## src/rtl/glb_bank_arbiter.sv

```systemverilog
// Single-bank SRAM arbiter shared by a processor port and two DMA ports
// (store DMA: write-only, load DMA: read-only). Grants are combinational;
// the winning request is registered onto mem_* one cycle later, and read
// returns are tracked by a shift register of port tags whose length matches
// the SRAM read latency. DMA ports are protected from starvation by
// per-port saturating denial counters.
module glb_bank_arbiter #(
    parameter int BANK_ADDR_WIDTH = 16,
    parameter int BANK_DATA_WIDTH = 64,
    parameter int BANK_STRB_WIDTH = 8,
    parameter int RD_LATENCY      = 2,
    parameter int STARVE_LIMIT    = 4
) (
    input  logic                       clk,
    input  logic                       reset,
    input  logic                       proc_req,
    input  logic                       proc_wr,
    input  logic [BANK_ADDR_WIDTH-1:0] proc_addr,
    input  logic [BANK_DATA_WIDTH-1:0] proc_wdata,
    input  logic [BANK_STRB_WIDTH-1:0] proc_wstrb,
    output logic                       proc_gnt,
    output logic                       proc_rvalid,
    input  logic                       st_req,
    input  logic [BANK_ADDR_WIDTH-1:0] st_addr,
    input  logic [BANK_DATA_WIDTH-1:0] st_wdata,
    input  logic [BANK_STRB_WIDTH-1:0] st_wstrb,
    output logic                       st_gnt,
    input  logic                       ld_req,
    input  logic [BANK_ADDR_WIDTH-1:0] ld_addr,
    output logic                       ld_gnt,
    output logic                       ld_rvalid,
    output logic                       mem_ce,
    output logic                       mem_we,
    output logic [BANK_ADDR_WIDTH-1:0] mem_addr,
    output logic [BANK_DATA_WIDTH-1:0] mem_wdata,
    output logic [BANK_STRB_WIDTH-1:0] mem_wstrb,
    input  logic [BANK_DATA_WIDTH-1:0] mem_rdata,
    output logic [BANK_DATA_WIDTH-1:0] bank_rdata
);

    localparam int CNT_W = $clog2(STARVE_LIMIT + 1);
    localparam logic [CNT_W-1:0] LIMIT = CNT_W'(STARVE_LIMIT);

    // Starvation counters and DMA round-robin pointer (0 favours st, 1 favours ld)
    logic [CNT_W-1:0] st_cnt_q, st_cnt_d;
    logic [CNT_W-1:0] ld_cnt_q, ld_cnt_d;
    logic             rr_q, rr_d;
    logic             st_starved_s, ld_starved_s;

    // Registered SRAM request
    logic                       mem_ce_q, mem_ce_d;
    logic                       mem_we_q, mem_we_d;
    logic [BANK_ADDR_WIDTH-1:0] mem_addr_q, mem_addr_d;
    logic [BANK_DATA_WIDTH-1:0] mem_wdata_q, mem_wdata_d;
    logic [BANK_STRB_WIDTH-1:0] mem_wstrb_q, mem_wstrb_d;

    // Read-return tag pipeline: bit 1 = processor read, bit 0 = load DMA read
    logic [RD_LATENCY:0][1:0] tag_q, tag_d;

    // Grant selection: starved DMA first, then processor, then round-robin DMA
    always_comb begin
        proc_gnt     = 1'b0;
        st_gnt       = 1'b0;
        ld_gnt       = 1'b0;
        st_starved_s = st_req && (st_cnt_q >= LIMIT);
        ld_starved_s = ld_req && (ld_cnt_q >= LIMIT);
        if (reset) begin
            proc_gnt = 1'b0;
        end else if (st_starved_s && ld_starved_s) begin
            st_gnt = ~rr_q;
            ld_gnt = rr_q;
        end else if (st_starved_s) begin
            st_gnt = 1'b1;
        end else if (ld_starved_s) begin
            ld_gnt = 1'b1;
        end else if (proc_req) begin
            proc_gnt = 1'b1;
        end else if (st_req && ld_req) begin
            st_gnt = ~rr_q;
            ld_gnt = rr_q;
        end else if (st_req) begin
            st_gnt = 1'b1;
        end else if (ld_req) begin
            ld_gnt = 1'b1;
        end else begin
            proc_gnt = 1'b0;
        end
    end

    // Next state for round-robin pointer and starvation counters
    always_comb begin
        rr_d     = rr_q;
        st_cnt_d = st_cnt_q;
        ld_cnt_d = ld_cnt_q;
        if (st_gnt || ld_gnt) begin
            rr_d = ~rr_q;
        end else begin
            rr_d = rr_q;
        end
        if (st_gnt || !st_req) begin
            st_cnt_d = {CNT_W{1'b0}};
        end else if (st_cnt_q < LIMIT) begin
            st_cnt_d = st_cnt_q + {{(CNT_W-1){1'b0}}, 1'b1};
        end else begin
            st_cnt_d = st_cnt_q;
        end
        if (ld_gnt || !ld_req) begin
            ld_cnt_d = {CNT_W{1'b0}};
        end else if (ld_cnt_q < LIMIT) begin
            ld_cnt_d = ld_cnt_q + {{(CNT_W-1){1'b0}}, 1'b1};
        end else begin
            ld_cnt_d = ld_cnt_q;
        end
    end

    // Build the next SRAM request from the winning port; idle keeps address/data
    always_comb begin
        mem_ce_d    = 1'b0;
        mem_we_d    = 1'b0;
        mem_addr_d  = mem_addr_q;
        mem_wdata_d = mem_wdata_q;
        mem_wstrb_d = mem_wstrb_q;
        if (proc_gnt) begin
            mem_ce_d    = 1'b1;
            mem_we_d    = proc_wr;
            mem_addr_d  = proc_addr;
            mem_wdata_d = proc_wdata;
            mem_wstrb_d = proc_wstrb;
        end else if (st_gnt) begin
            mem_ce_d    = 1'b1;
            mem_we_d    = 1'b1;
            mem_addr_d  = st_addr;
            mem_wdata_d = st_wdata;
            mem_wstrb_d = st_wstrb;
        end else if (ld_gnt) begin
            mem_ce_d    = 1'b1;
            mem_we_d    = 1'b0;
            mem_addr_d  = ld_addr;
            mem_wdata_d = {BANK_DATA_WIDTH{1'b0}};
            mem_wstrb_d = {BANK_STRB_WIDTH{1'b0}};
        end else begin
            mem_ce_d    = 1'b0;
            mem_we_d    = 1'b0;
        end
    end

    // Shift read tags toward the return point; only read grants enter
    always_comb begin
        tag_d    = tag_q;
        tag_d[0] = {proc_gnt & ~proc_wr, ld_gnt};
        for (int k = 1; k <= RD_LATENCY; k++) begin
            tag_d[k] = tag_q[k-1];
        end
    end

    // State registers with synchronous reset
    always_ff @(posedge clk) begin
        if (reset) begin
            rr_q        <= 1'b0;
            st_cnt_q    <= {CNT_W{1'b0}};
            ld_cnt_q    <= {CNT_W{1'b0}};
            mem_ce_q    <= 1'b0;
            mem_we_q    <= 1'b0;
            mem_addr_q  <= {BANK_ADDR_WIDTH{1'b0}};
            mem_wdata_q <= {BANK_DATA_WIDTH{1'b0}};
            mem_wstrb_q <= {BANK_STRB_WIDTH{1'b0}};
            tag_q       <= {((RD_LATENCY + 1) * 2){1'b0}};
        end else begin
            rr_q        <= rr_d;
            st_cnt_q    <= st_cnt_d;
            ld_cnt_q    <= ld_cnt_d;
            mem_ce_q    <= mem_ce_d;
            mem_we_q    <= mem_we_d;
            mem_addr_q  <= mem_addr_d;
            mem_wdata_q <= mem_wdata_d;
            mem_wstrb_q <= mem_wstrb_d;
            tag_q       <= tag_d;
        end
    end

    assign mem_ce      = mem_ce_q;
    assign mem_we      = mem_we_q;
    assign mem_addr    = mem_addr_q;
    assign mem_wdata   = mem_wdata_q;
    assign mem_wstrb   = mem_wstrb_q;
    assign proc_rvalid = tag_q[RD_LATENCY][1];
    assign ld_rvalid   = tag_q[RD_LATENCY][0];
    assign bank_rdata  = mem_rdata;

endmodule

```

## config.mk

```make
export PLATFORM = sky130hd
export DESIGN_NAME = glb_bank_arbiter
export DESIGN_NICKNAME = d
export VERILOG_FILES = /design/src/rtl/glb_bank_arbiter.sv
export SDC_FILE = /design/constraint.sdc
export NUM_CORES = 1
export LEC_CHECK = 0
export BUFFER_PORTS_ARGS = -buffer_cell sky130_fd_sc_hd__buf_4
export CAP_MARGIN = 20
export CELL_PAD_IN_SITES_DETAIL_PLACEMENT = 1
export CELL_PAD_IN_SITES_GLOBAL_PLACEMENT = 1
export CORE_AREA = 2 2 164 166
export CTS_CLUSTER_DIAMETER = 30
export DETAILED_ROUTE_END_ITERATION = 7
export DIE_AREA = 0 0 166 168
export PLACE_DENSITY = 0.61
export SYNTH_ARGS = -nofsm -noshare
export SYNTH_HDL_FRONTEND = slang
export SYNTH_SLANG_ARGS = --single-unit
```

## constraint.sdc

```tcl
create_clock -name clk -period 4.7 [get_ports clk]
set_input_delay 0.235 -clock clk [delete_from_list [all_inputs] [get_ports clk]]
set_output_delay 0.235 -clock clk [all_outputs]
set_load 0.02 [all_outputs]
```

==> flow_summary_export.csv <==
group,metric,value,unit
run_status,status,"finished, final reports clean",
critical_path,crit_path_max_fanout,37,
critical_path,timing_worst_setup_path_type,"reg2reg",
power_and_ir_drop,finalPower,2.32,mW
clock_tree,clkTransAtPathRegs,0.07,ns
routing,drc_errors,0,
critical_path,worstReg2RegEnd,"mem_wdata[38]",
die,die_height,168,microns
clock_tree,cts_root_buffer,"sky130_fd_sc_hd__clkbuf_16",
yosys,synth_cell_types,28,
clock_tree,cts_max_level,3,
yosys,synth_area_per_cell,10.4,sq um
critical_path,timing.critical_path.arrival,2.84,ns
sta,relSlewSlack,53.8,%
critical_path,worst_r2r_startpoint,"st_cnt_q[2]",
yosys,netlist_top_cells_area,"sky130_fd_sc_hd__dfxtp_1 (45%), sky130_fd_sc_hd__a22o_1 (12%), sky130_fd_sc_hd__buf_4 (11%)",
critical_path,critical_path.cell_chain,"a22o_1, or3_1, inv_2, buf_4, a22o_1, a21o_1",
yosys,post-synth-top-area-fraction,44.8,%
critical_path,critical-path-top-cell-by-count,"sky130_fd_sc_hd__a22o_1",
power_and_ir_drop,power_density,336,nW/um^2
sta,max_freq,385,MHz
yosys,postSynth.asyncResetShare,0,%
critical_path,max_stage_delay,0.56,ns
routing,detailroute.via_count,4249,
critical_path,critPathLaunch,"st_cnt_q[2]",
min_path,hold_class,"in2reg",
sta,grt_setup_unrepaired,"false",
clock_tree,numCtsBuffers,9,
sta,setup-tns-final,0,ns
sta,finalHoldViolCount,0,
layout,synthToLayoutAreaGrowth,50.0,%
yosys,synthCells,442,
yosys,post_synth_instance_area,4600,sq um
routing,drt-wirelength-per-cell,17.5,microns
critical_path,worstSetupEndpointType,"flip-flop",
sta,setup_violations,0,
routing,detail_route.wirelength,17500,microns
clock_tree,post_cts_setup_buffer_count,0,
sta,timing.final.max_slew_violations,0,
routing,first_pass_iters,4,
routing,initial_drc_count,166,
die,die_area,27900,sq um
grt,wire_length_of_the_first_global_routing_pass,26000,microns
critical_path,timing.reg2reg.worst_path_depth,6,
die,area_of_the_placeable_core,26400,sq um
job,maxcap_violations,0,
yosys,dominantRegCellSynth,"sky130_fd_sc_hd__dfxtp_1",
yosys,synth_seq_area_share,44.8,%
sta,post-route-min-period,2.60,ns
sta,clock_skew,0.0110,ns
clock_tree,cts_repair_resize_count,0,
critical_path,critPathLaunchType,"flip-flop",
grt,grt_start_max_net_pins,51,
die,floorplan.initialDensity,17.5,%
yosys,yosys.cell_count.top_type,"sky130_fd_sc_hd__dfxtp_1",
min_path,min-delay-start,"proc_wr",
grt,vias_in_the_first_global_route,4373,
sta,worst-slew-pin-transition,0.694,ns
placed_design,detailed_place_hpwl,13200,microns
sta,finalCritPeriodShare,55.2,%
grt,global_route.overflow_total,0,
layout,antenna-diode-count,0,
grt,grt_overall_usage,12.1,%
yosys,yosysTopAreaCell,"sky130_fd_sc_hd__dfxtp_1",
power_and_ir_drop,cellLeakagePower,3.50,nW
routing,post_drt_via_cell_ratio,4.26,
clock_tree,later_pin_clock_latency_in_the_skew_report,0.35,ns
yosys,synth_enable_flop_cells,0,
routing,antenna_left,0,
clock_tree,ctsLongestPathBuffers,2,
layout,final_layout_size_suffix_gt1_share,49.1,%
placed_design,buffer_ports.inserted,292,
critical_path,critPathSlowestCell,"sky130_fd_sc_hd__or3_1",
placed_design,rd_place_congestion,0.742,
layout,finalNetCount,915,
clock_tree,hold_buffers,0,
clock_tree,cts_tree,"built",
die,die-width,166,microns
clock_tree,numClockSinks,103,
critical_path,rrSetupSlack,2.10,ns
critical_path,required,4.94,ns
yosys,yosys_register_bits,103,
die,placementRows,60,
yosys,yosysWarnings,0,
die,io-pin-count,421,
yosys,netlist_top_cells_count,"sky130_fd_sc_hd__dfxtp_1 (103), sky130_fd_sc_hd__buf_4 (67), sky130_fd_sc_hd__a22o_1 (61), sky130_fd_sc_hd__a21o_1 (59), sky130_fd_sc_hd__o2bb2ai_1 (28)",
critical_path,timing.critical_path.to,"mem_wdata[38]",
power_and_ir_drop,irDropWorstVdd,126,uV
grt,number_of_antenna_violations_at_the_first_check_in_global_routing,0,
yosys,syn-num-nets,706,
-- through the flow --
step                      area (sq um)  worst slack, ns  instances  util, %  hold WS (ns)
after floorplan                   4600             2.87        442        -         0.319
after global placement            6580             2.10        980     25.0         0.406
after detailed placement          6580             2.07        981     25.0         0.412
after CTS                         6900             2.06        997     26.2        0.0250
after global routing              6900             1.87        997     26.2        0.0425
final                             6900             2.10        997     26.2        0.0528
-- area by class of cell --
| class | instances | area (sq um) |
|---|---|---|
| clock buffers | 11 | 253 |
| well taps | 341 | 427 |
| flip-flops and latches | 103 | 2060 |
| repair buffers | 299 | 2240 |
| inverters | 5 | 20.0 |
| multi-input cells | 233 | 1830 |
| clock inverters | 5 | 63.8 |
| fillers | 3052 | 19400 |
-- metal layers --
metal	GRT usage, %	share of wire [%]
met5	0	0
met4	7.75	4.9
met3	3.01	6.0
met2	20.0	49
met1	14.0	40
-- cells in the final DEF, fill, tap and decap left out, drive strengths merged, types with 2 or more instances in the layout --
cell and count:
buf 299, dfxtp 103, a22o 61, a21o 59
o2bb2ai 28, a211oi 16, o22ai 15, a22oi 13
clkbuf 11, nor2 10, nor2b 8, inv 5
a21oi 3, o221a 3, clkinv 3, or3 2
nand2 2, nand2b 2, xor2 2, mux2i 2
nor3 2, ha 2
-- registers in the layout, indices dropped and copies added, names as in the netlist --
name / cells
ld_cnt_q: 3
ld_rvalid: 1
mem_addr: 16
mem_ce: 1
mem_wdata: 64
mem_we: 1
mem_wstrb: 8
proc_rvalid: 1
rr_q: 1
st_cnt_q: 3
tag_d: 4
-- power breakdown --
part	internal (mW)	switching [mW]
sequential	0.948	0.0417
clock	0.447	0.368
combinational	0.268	0.242
total	1.66	0.653
-- worst min path at each step --
stage                     endpoint  slack, ns  cells past startpoint
after floorplan           tag_d[3]       0.32                      1
after global routing      tag_d[3]       0.04                      2
after detailed placement  tag_d[3]       0.41                      2
after CTS                 tag_d[3]       0.03                      2
after global placement    tag_d[3]       0.41                      2
final                     tag_d[3]       0.05                      2
-- worst max-delay path: cells and delay by family, from the launching register on --
| kind | cells | cell delay, ns |
|---|---|---|
| compound gates | 3 | 0.66 |
| buf+inv | 2 | 0.72 |
| flops | 1 | 0.51 |
| simple gates | 1 | 0.56 |
-- logic make-up after synthesis --
| logic type | count (synthesis) | share of synthesized area (%) |
|---|---|---|
| DFF | 103 | 44.8 |
| and+or+nand+nor | 27 | 3.29 |
| AOI/OAI and AO/OA | 200 | 35.1 |
| xor gates and xnor gates | 2 | 0.381 |
| buffers and inverters | 106 | 15.4 |
| muxes | 2 | 0.435 |
| adders and majority gates | 2 | 0.544 |
Power figures use the tool's default switching activity.
